==> src/rtl/irq_vec_ctrl.sv <==
// Core-local interrupt/exception controller: latches edge-triggered IRQs and ECALL/EBREAK/MRET,
// sequences the mepc/mcause/mstatus writes and redirects fetch to the direct or vectored mtvec.
module irq_vec_ctrl #(
    parameter int unsigned NUM_IRQ = 4,
    parameter int unsigned ADDR_W  = 32
) (
    input  logic               clk,
    input  logic               rst,
    input  logic [NUM_IRQ-1:0] irq_i,
    input  logic [NUM_IRQ-1:0] irq_en_i,
    input  logic [31:0]        inst_i,
    input  logic [ADDR_W-1:0]  inst_addr_i,
    input  logic               jump_flag_i,
    input  logic [ADDR_W-1:0]  jump_addr_i,
    input  logic               div_busy_i,
    input  logic [31:0]        csr_mtvec_i,
    input  logic [31:0]        csr_mepc_i,
    input  logic [31:0]        csr_mstatus_i,
    output logic [2:0]         hold_flag_o,
    output logic               csr_we_o,
    output logic [11:0]        csr_waddr_o,
    output logic [31:0]        csr_wdata_o,
    output logic               int_assert_o,
    output logic [ADDR_W-1:0]  int_addr_o,
    output logic [NUM_IRQ-1:0] irq_ack_o
);

    localparam logic [2:0]  PipeFlow   = 3'b000;
    localparam logic [2:0]  PipeClear  = 3'b100;
    localparam logic [31:0] InstEcall  = 32'h0000_0073;
    localparam logic [31:0] InstEbreak = 32'h0010_0073;
    localparam logic [31:0] InstMret   = 32'h3020_0073;
    localparam logic [11:0] CsrMstatus = 12'h300;
    localparam logic [11:0] CsrMepc    = 12'h341;
    localparam logic [11:0] CsrMcause  = 12'h342;
    localparam int unsigned IdxW       = (NUM_IRQ > 1) ? $clog2(NUM_IRQ) : 1;

    typedef enum logic [2:0] {
        StIdle, StMepc, StMcause, StMstat, StJump, StRMstat, StRJump
    } state_e;

    state_e               state_q;
    logic [NUM_IRQ-1:0]   pending_q, pending_d, prev_irq_q;
    logic [31:0]          cause_q, mstatus_q;
    logic                 csr_we_q, int_assert_q;
    logic [11:0]          csr_waddr_q;
    logic [31:0]          csr_wdata_q;
    logic [ADDR_W-1:0]    int_addr_q;

    logic                 is_ecall, is_ebreak, is_mret, is_idle, irq_found;
    logic                 take_sync, take_mret, take_irq;
    logic [IdxW-1:0]      irq_idx;
    logic [31:0]          sync_cause, irq_cause, trap_mstatus, mret_mstatus;
    logic [ADDR_W-1:0]    irq_mepc, mtvec_base, vec_offset;

    always_comb begin
        is_ecall  = (inst_i == InstEcall);
        is_ebreak = (inst_i == InstEbreak);
        is_mret   = (inst_i == InstMret);
        is_idle   = (state_q == StIdle) && !rst;

        // Descending scan so the lowest enabled pending source wins.
        irq_found = 1'b0;
        irq_idx   = '0;
        for (int k = NUM_IRQ - 1; k >= 0; k--) begin
            if (pending_q[k] && irq_en_i[k]) begin
                irq_found = 1'b1;
                irq_idx   = IdxW'(k);
            end
        end

        take_sync = is_idle && (is_ecall || is_ebreak);
        take_mret = is_idle && !is_ecall && !is_ebreak && is_mret;
        take_irq  = is_idle && !is_ecall && !is_ebreak && !is_mret && irq_found
                    && csr_mstatus_i[3] && !div_busy_i;

        sync_cause   = is_ecall ? 32'd11 : 32'd3;
        irq_cause    = 32'h8000_0000 | (32'd16 + 32'(irq_idx));
        irq_mepc     = jump_flag_i ? jump_addr_i : inst_addr_i;
        trap_mstatus = {mstatus_q[31:8], mstatus_q[3], mstatus_q[6:4], 1'b0, mstatus_q[2:0]};
        mret_mstatus = {csr_mstatus_i[31:8], 1'b1, csr_mstatus_i[6:4], csr_mstatus_i[7],
                        csr_mstatus_i[2:0]};

        irq_ack_o = '0;
        for (int k = 0; k < NUM_IRQ; k++) begin
            irq_ack_o[k] = take_irq && (irq_idx == IdxW'(k));
        end

        // A new edge in the clearing cycle must survive.
        pending_d = (pending_q & ~irq_ack_o) | (irq_i & ~prev_irq_q);

        hold_flag_o = (take_sync || take_mret || take_irq || (state_q != StIdle && !rst))
                      ? PipeClear : PipeFlow;

        mtvec_base = ADDR_W'(csr_mtvec_i & ~32'h3);
        vec_offset = ADDR_W'({cause_q[4:0], 2'b00});
    end

    always_ff @(posedge clk) begin
        if (rst) begin
            state_q      <= StIdle;
            pending_q    <= '0;
            prev_irq_q   <= irq_i;
            cause_q      <= '0;
            mstatus_q    <= '0;
            csr_we_q     <= 1'b0;
            csr_waddr_q  <= '0;
            csr_wdata_q  <= '0;
            int_assert_q <= 1'b0;
            int_addr_q   <= '0;
        end else begin
            prev_irq_q   <= irq_i;
            pending_q    <= pending_d;
            csr_we_q     <= 1'b0;
            csr_waddr_q  <= '0;
            csr_wdata_q  <= '0;
            int_assert_q <= 1'b0;
            int_addr_q   <= '0;
            unique case (state_q)
                StIdle: begin
                    if (take_sync || take_irq) begin
                        state_q     <= StMepc;
                        cause_q     <= take_sync ? sync_cause : irq_cause;
                        mstatus_q   <= csr_mstatus_i;
                        csr_we_q    <= 1'b1;
                        csr_waddr_q <= CsrMepc;
                        csr_wdata_q <= 32'(take_sync ? inst_addr_i : irq_mepc);
                    end else if (take_mret) begin
                        state_q     <= StRMstat;
                        csr_we_q    <= 1'b1;
                        csr_waddr_q <= CsrMstatus;
                        csr_wdata_q <= mret_mstatus;
                    end
                end
                StMepc: begin
                    state_q     <= StMcause;
                    csr_we_q    <= 1'b1;
                    csr_waddr_q <= CsrMcause;
                    csr_wdata_q <= cause_q;
                end
                StMcause: begin
                    state_q     <= StMstat;
                    csr_we_q    <= 1'b1;
                    csr_waddr_q <= CsrMstatus;
                    csr_wdata_q <= trap_mstatus;
                end
                StMstat: begin
                    state_q      <= StJump;
                    int_assert_q <= 1'b1;
                    // Only async causes use the vector table; sync traps go to the base.
                    int_addr_q   <= (cause_q[31] && csr_mtvec_i[1:0] == 2'b01)
                                    ? mtvec_base + vec_offset : mtvec_base;
                end
                StJump:   state_q <= StIdle;
                StRMstat: begin
                    state_q      <= StRJump;
                    int_assert_q <= 1'b1;
                    int_addr_q   <= ADDR_W'(csr_mepc_i);
                end
                StRJump:  state_q <= StIdle;
                default:  state_q <= StIdle;
            endcase
        end
    end

    assign csr_we_o     = csr_we_q;
    assign csr_waddr_o  = csr_waddr_q;
    assign csr_wdata_o  = csr_wdata_q;
    assign int_assert_o = int_assert_q;
    assign int_addr_o   = int_addr_q;

endmodule

==> config.mk <==
export PLATFORM = sky130hd
export DESIGN_NAME = irq_vec_ctrl
export DESIGN_NICKNAME = d
export VERILOG_FILES = /design/src/rtl/irq_vec_ctrl.sv
export SDC_FILE = /design/constraint.sdc
export NUM_CORES = 1
export LEC_CHECK = 0
export CAP_MARGIN = 30
export CORE_ASPECT_RATIO = 1.25
export CORE_MARGIN = 4
export CORE_UTILIZATION = 25
export DETAILED_ROUTE_END_ITERATION = 10
export PLACE_DENSITY = 0.54
export SYNTH_ARGS = -nofsm -noshare
export SYNTH_HDL_FRONTEND = slang
export SYNTH_SLANG_ARGS = --single-unit
==> constraint.sdc <==
create_clock -name clk -period 2.6 [get_ports clk]
set_clock_uncertainty 0.05 [all_clocks]
set_input_delay 0.39 -clock clk [delete_from_list [all_inputs] [get_ports clk]]
set_output_delay 0.39 -clock clk [all_outputs]
set_load 0.005 [all_outputs]
==> impl_metrics.env <==
export IMPL_startpoint_type="flip-flop"
export IMPL_p_leak_nw=3.41
export IMPL_syn_area_um2=5450
export IMPL_cp_end_kind="output pin"
export IMPL_ys_seq_area_share_pct=42.3
export IMPL_grt_overflow=0
export IMPL_r2r_end="csr_wdata_o[31]$_SDFF_PP0_"
export IMPL_worst_slew_pin_slew_ps=597
export IMPL_core_area_um2=21500
export IMPL_start_util_pct=25.4
export IMPL_grt_antenna_before_repair=1
export IMPL_io_buffers=279
export IMPL_htreeDepth=4
export IMPL_synthArstFlopShare_pct=0
export IMPL_rsz0062_at_grt="true"
export IMPL_reg2reg_from="state_q[0]$_SDFFE_PP0P_"
export IMPL_final_area_um2=9390
export IMPL_chipWidth_um=140
export IMPL_avgRoutedWirePerCell_um=15.6
export IMPL_wl_um=19300
export IMPL_ant_nets=0
export IMPL_slew_viol_final=0
export IMPL_hold_depth=2
export IMPL_drive_gt1_share_pct=14.5
export IMPL_post_route_period_util_pct=104
export IMPL_powerDensity_nw_per_um2=524
export IMPL_place_ws_ps=-532
export IMPL_required_ps=2160
export IMPL_place_area_um2=8690
export IMPL_min_to="mstatus_q[28]$_SDFFE_PP0P_"
export IMPL_firstDrtPassIters=6
export IMPL_r2r_setup_slack_ps=30
export IMPL_rows=60
export IMPL_outcome="finished, violations left"
export IMPL_nets=1154
export IMPL_clk_insertion_delay_late_ps=400
export IMPL_ys_flop_type="dfxtp_1"
export IMPL_clkTransAtPathRegs_ps=50
export IMPL_hold_buffers=0
export IMPL_grt_pass1_vias=5697
export IMPL_synth_edff_count=0
export IMPL_n_antenna_cell=0
export IMPL_die_h_um=173
export IMPL_place_hpwl_um=14500
export IMPL_synth_area_leader_cell="dfxtp_1"
export IMPL_cts_buffers=17
export IMPL_yosys_warnings=0
export IMPL_n_fill_cell=2176
export IMPL_synth_cells=641
export IMPL_yosysMostFrequentCell="nand2_1"
export IMPL_dieArea_um2=24200
export IMPL_vias_per_cell=4.46
export IMPL_synth_area_leaders="dfxtp_1 (42%), nand2_1 (9.3%), a21oi_1 (6.2%)"
export IMPL_hold_start="mstatus_q[28]$_SDFFE_PP0P_"
export IMPL_multi_input_area_um2=2920
export IMPL_gp_congestion=0.793
export IMPL_layout_area_seq_um2=2300
export IMPL_syn_area_per_cell_um2=8.50
export IMPL_worstPathArrival_ps=2270
export IMPL_vias=5513
export IMPL_irDropWorstVdd_uv=412
export IMPL_grt_pass1_wl_um=30600
export IMPL_clock_sinks=115
export IMPL_maxCapViolations=0
export IMPL_cts_tree="yes"
export IMPL_clockBufferDepth=2
export IMPL_synth_top_area_share_pct=42.3
export IMPL_io_pins=289
export IMPL_grt_max_degree=66
export IMPL_worstHoldPathType="reg -> reg"
export IMPL_syn_to_final_growth_pct=72.5
export IMPL_failed_checks="negative setup slack"
export IMPL_ys_top_cells_by_count="nand2_1 (135), dfxtp_1 (115), a21oi_1 (67)"
export IMPL_finalWorstSetupSlack_ps=-114
export IMPL_fmax_mhz=368
export IMPL_slew_headroom_pct=60.1
export IMPL_synth_distinct_cells=53
export IMPL_fin_crit_ps=2710
export IMPL_ff2ff_path_depth=9
export IMPL_drc=0
export IMPL_cts_root_buf="clkbuf_16"
export IMPL_cp_max_fo=3
export IMPL_finalHoldViolCount=0
export IMPL_setup_violations=5
export IMPL_ys_ff_latch=115
export IMPL_track_usage_pct=15.6
export IMPL_power_w=0.00492
export IMPL_crit_type="reg -> out"
export IMPL_first_iter_violations=167
-- worst max path at each step --
stage / cells past startpoint / endpoint / slack (ps) / startpoint
4_1_cts: 7 / irq_ack_o[2] / -260 / state_q[0]$_SDFFE_PP0P_
6_report: 7 / irq_ack_o[2] / -110 / state_q[0]$_SDFFE_PP0P_
2_1_floorplan: 10 / hold_flag_o[2] / 20 / inst_i[14]
5_1_grt: 10 / hold_flag_o[2] / -230 / inst_i[25]
3_3_place_gp: 9 / hold_flag_o[2] / -520 / inst_i[0]
3_5_place_dp: 9 / hold_flag_o[2] / -530 / inst_i[4]
-- state kept, by name, indices dropped and copies added (netlist names) --
name	flops
csr_wdata_o	32
int_addr_o	32
mstatus_q	31
cause_q	4
csr_waddr_o	4
pending_q	4
prev_irq_q	4
state_q	3
int_assert_o	1
-- per-layer routing --
| metal | vias to the layer above | share of wire [%] | GRT usage (%) | wire [um] |
|---|---|---|---|---|
| met5 | - | 0.036 | 0 | 7 |
| met4 | 2 | 0.88 | 3.80 | 169 |
| met3 | 12 | 9.9 | 6.97 | 1900 |
| met2 | 208 | 48 | 26.7 | 9360 |
| met1 | 2473 | 41 | 17.9 | 7860 |
| li1 | 2818 | - | - | - |
-- stage by stage --
stage / hold slack [ps] / util (%) / setup TNS [ps] / std cells
floorplan: 368 / - / 0 / 649
global placement: 387 / 40.5 / -22960 / 1200
detailed placement: 394 / 40.5 / -23950 / 1200
CTS: 393 / 43.6 / -804 / 1235
global route: 418 / 43.8 / -1800 / 1236
finish: 399 / 43.8 / -356 / 1236
-- layout by cell type, fill, tap and decap left out, types with 4 or more instances in the layout --
cell             netlist  routed
nand2b_1              10      10
buf_2                 11       6
and3_1                 6       6
bufinv_16              0       4
mux2_1                 7       7
xor2_1                18      18
xnor2_1               10      10
conb_1                 1       9
clkdlybuf4s50_1        0     259
o21ai_0               29      29
a211oi_1               4       4
nand2_1              135     135
dfxtp_1              115     114
clkbuf_16              0      17
buf_4                 12      44
a221oi_2               5       5
a21oi_1               67      67
mux2_2                24      24
nand3_1               13      12
nor2_1                38      36
nor3_1                 7       4
nand4_1                8       8
a22oi_1               36      36
dlygate4sd2_1          0      14
nor2b_1                8       7
ha_1                   4       4
-- worst max-delay path, cell delays in order (launching register included) --
cell and delay, ps:
dfxtp_2 320, or4_4 550, a311oi_2 240, o31ai_2 120, buf_4 160, a21o_1 190
nor3_2 140, buf_2 150
-- power by group --
part | total [W] | internal, W | leakage (nW) | switching [W]
logic | 0.000627 | 0.000404 | 2.18 | 0.000223
clock network | 0.00249 | 0.00162 | 0.298 | 0.000866
registers | 0.00181 | 0.00179 | 0.931 | 0.0000143
total | 0.00492 | 0.00382 | 3.41 | 0.00110
-- final cells by class --
type / instances / area share, %
clock buffer: 18 / 4.68
inverter: 3 / 0.147
multi-input combinational: 478 / 31.1
timing repair buffer: 330 / 33.9
tap: 279 / 3.72
clock inverter: 13 / 1.96
sequential: 115 / 24.5
-- timing repair --
item / 4_1_cts / 5_1_grt
resized for setup: 48 / 6
setup endpoints to repair: 5 / 54
hold endpoints to repair: 0 / 0
buffers inserted: 4 / 2
pin swaps: 17 / 5
-- cells by family after synthesis --
logic type               share of synthesized area (%)
AO/OA/AOI/OAI                                     17.9
XOR/XNOR                                          4.50
other                                           0.0689
multiplexers                                      6.59
buffers and inverters                             5.97
AND/OR/NAND/NOR                                   21.4
flip-flops                                        42.3
adder cells (fa/ha/maj)                           1.29
Power figures use the tool's default switching activity.
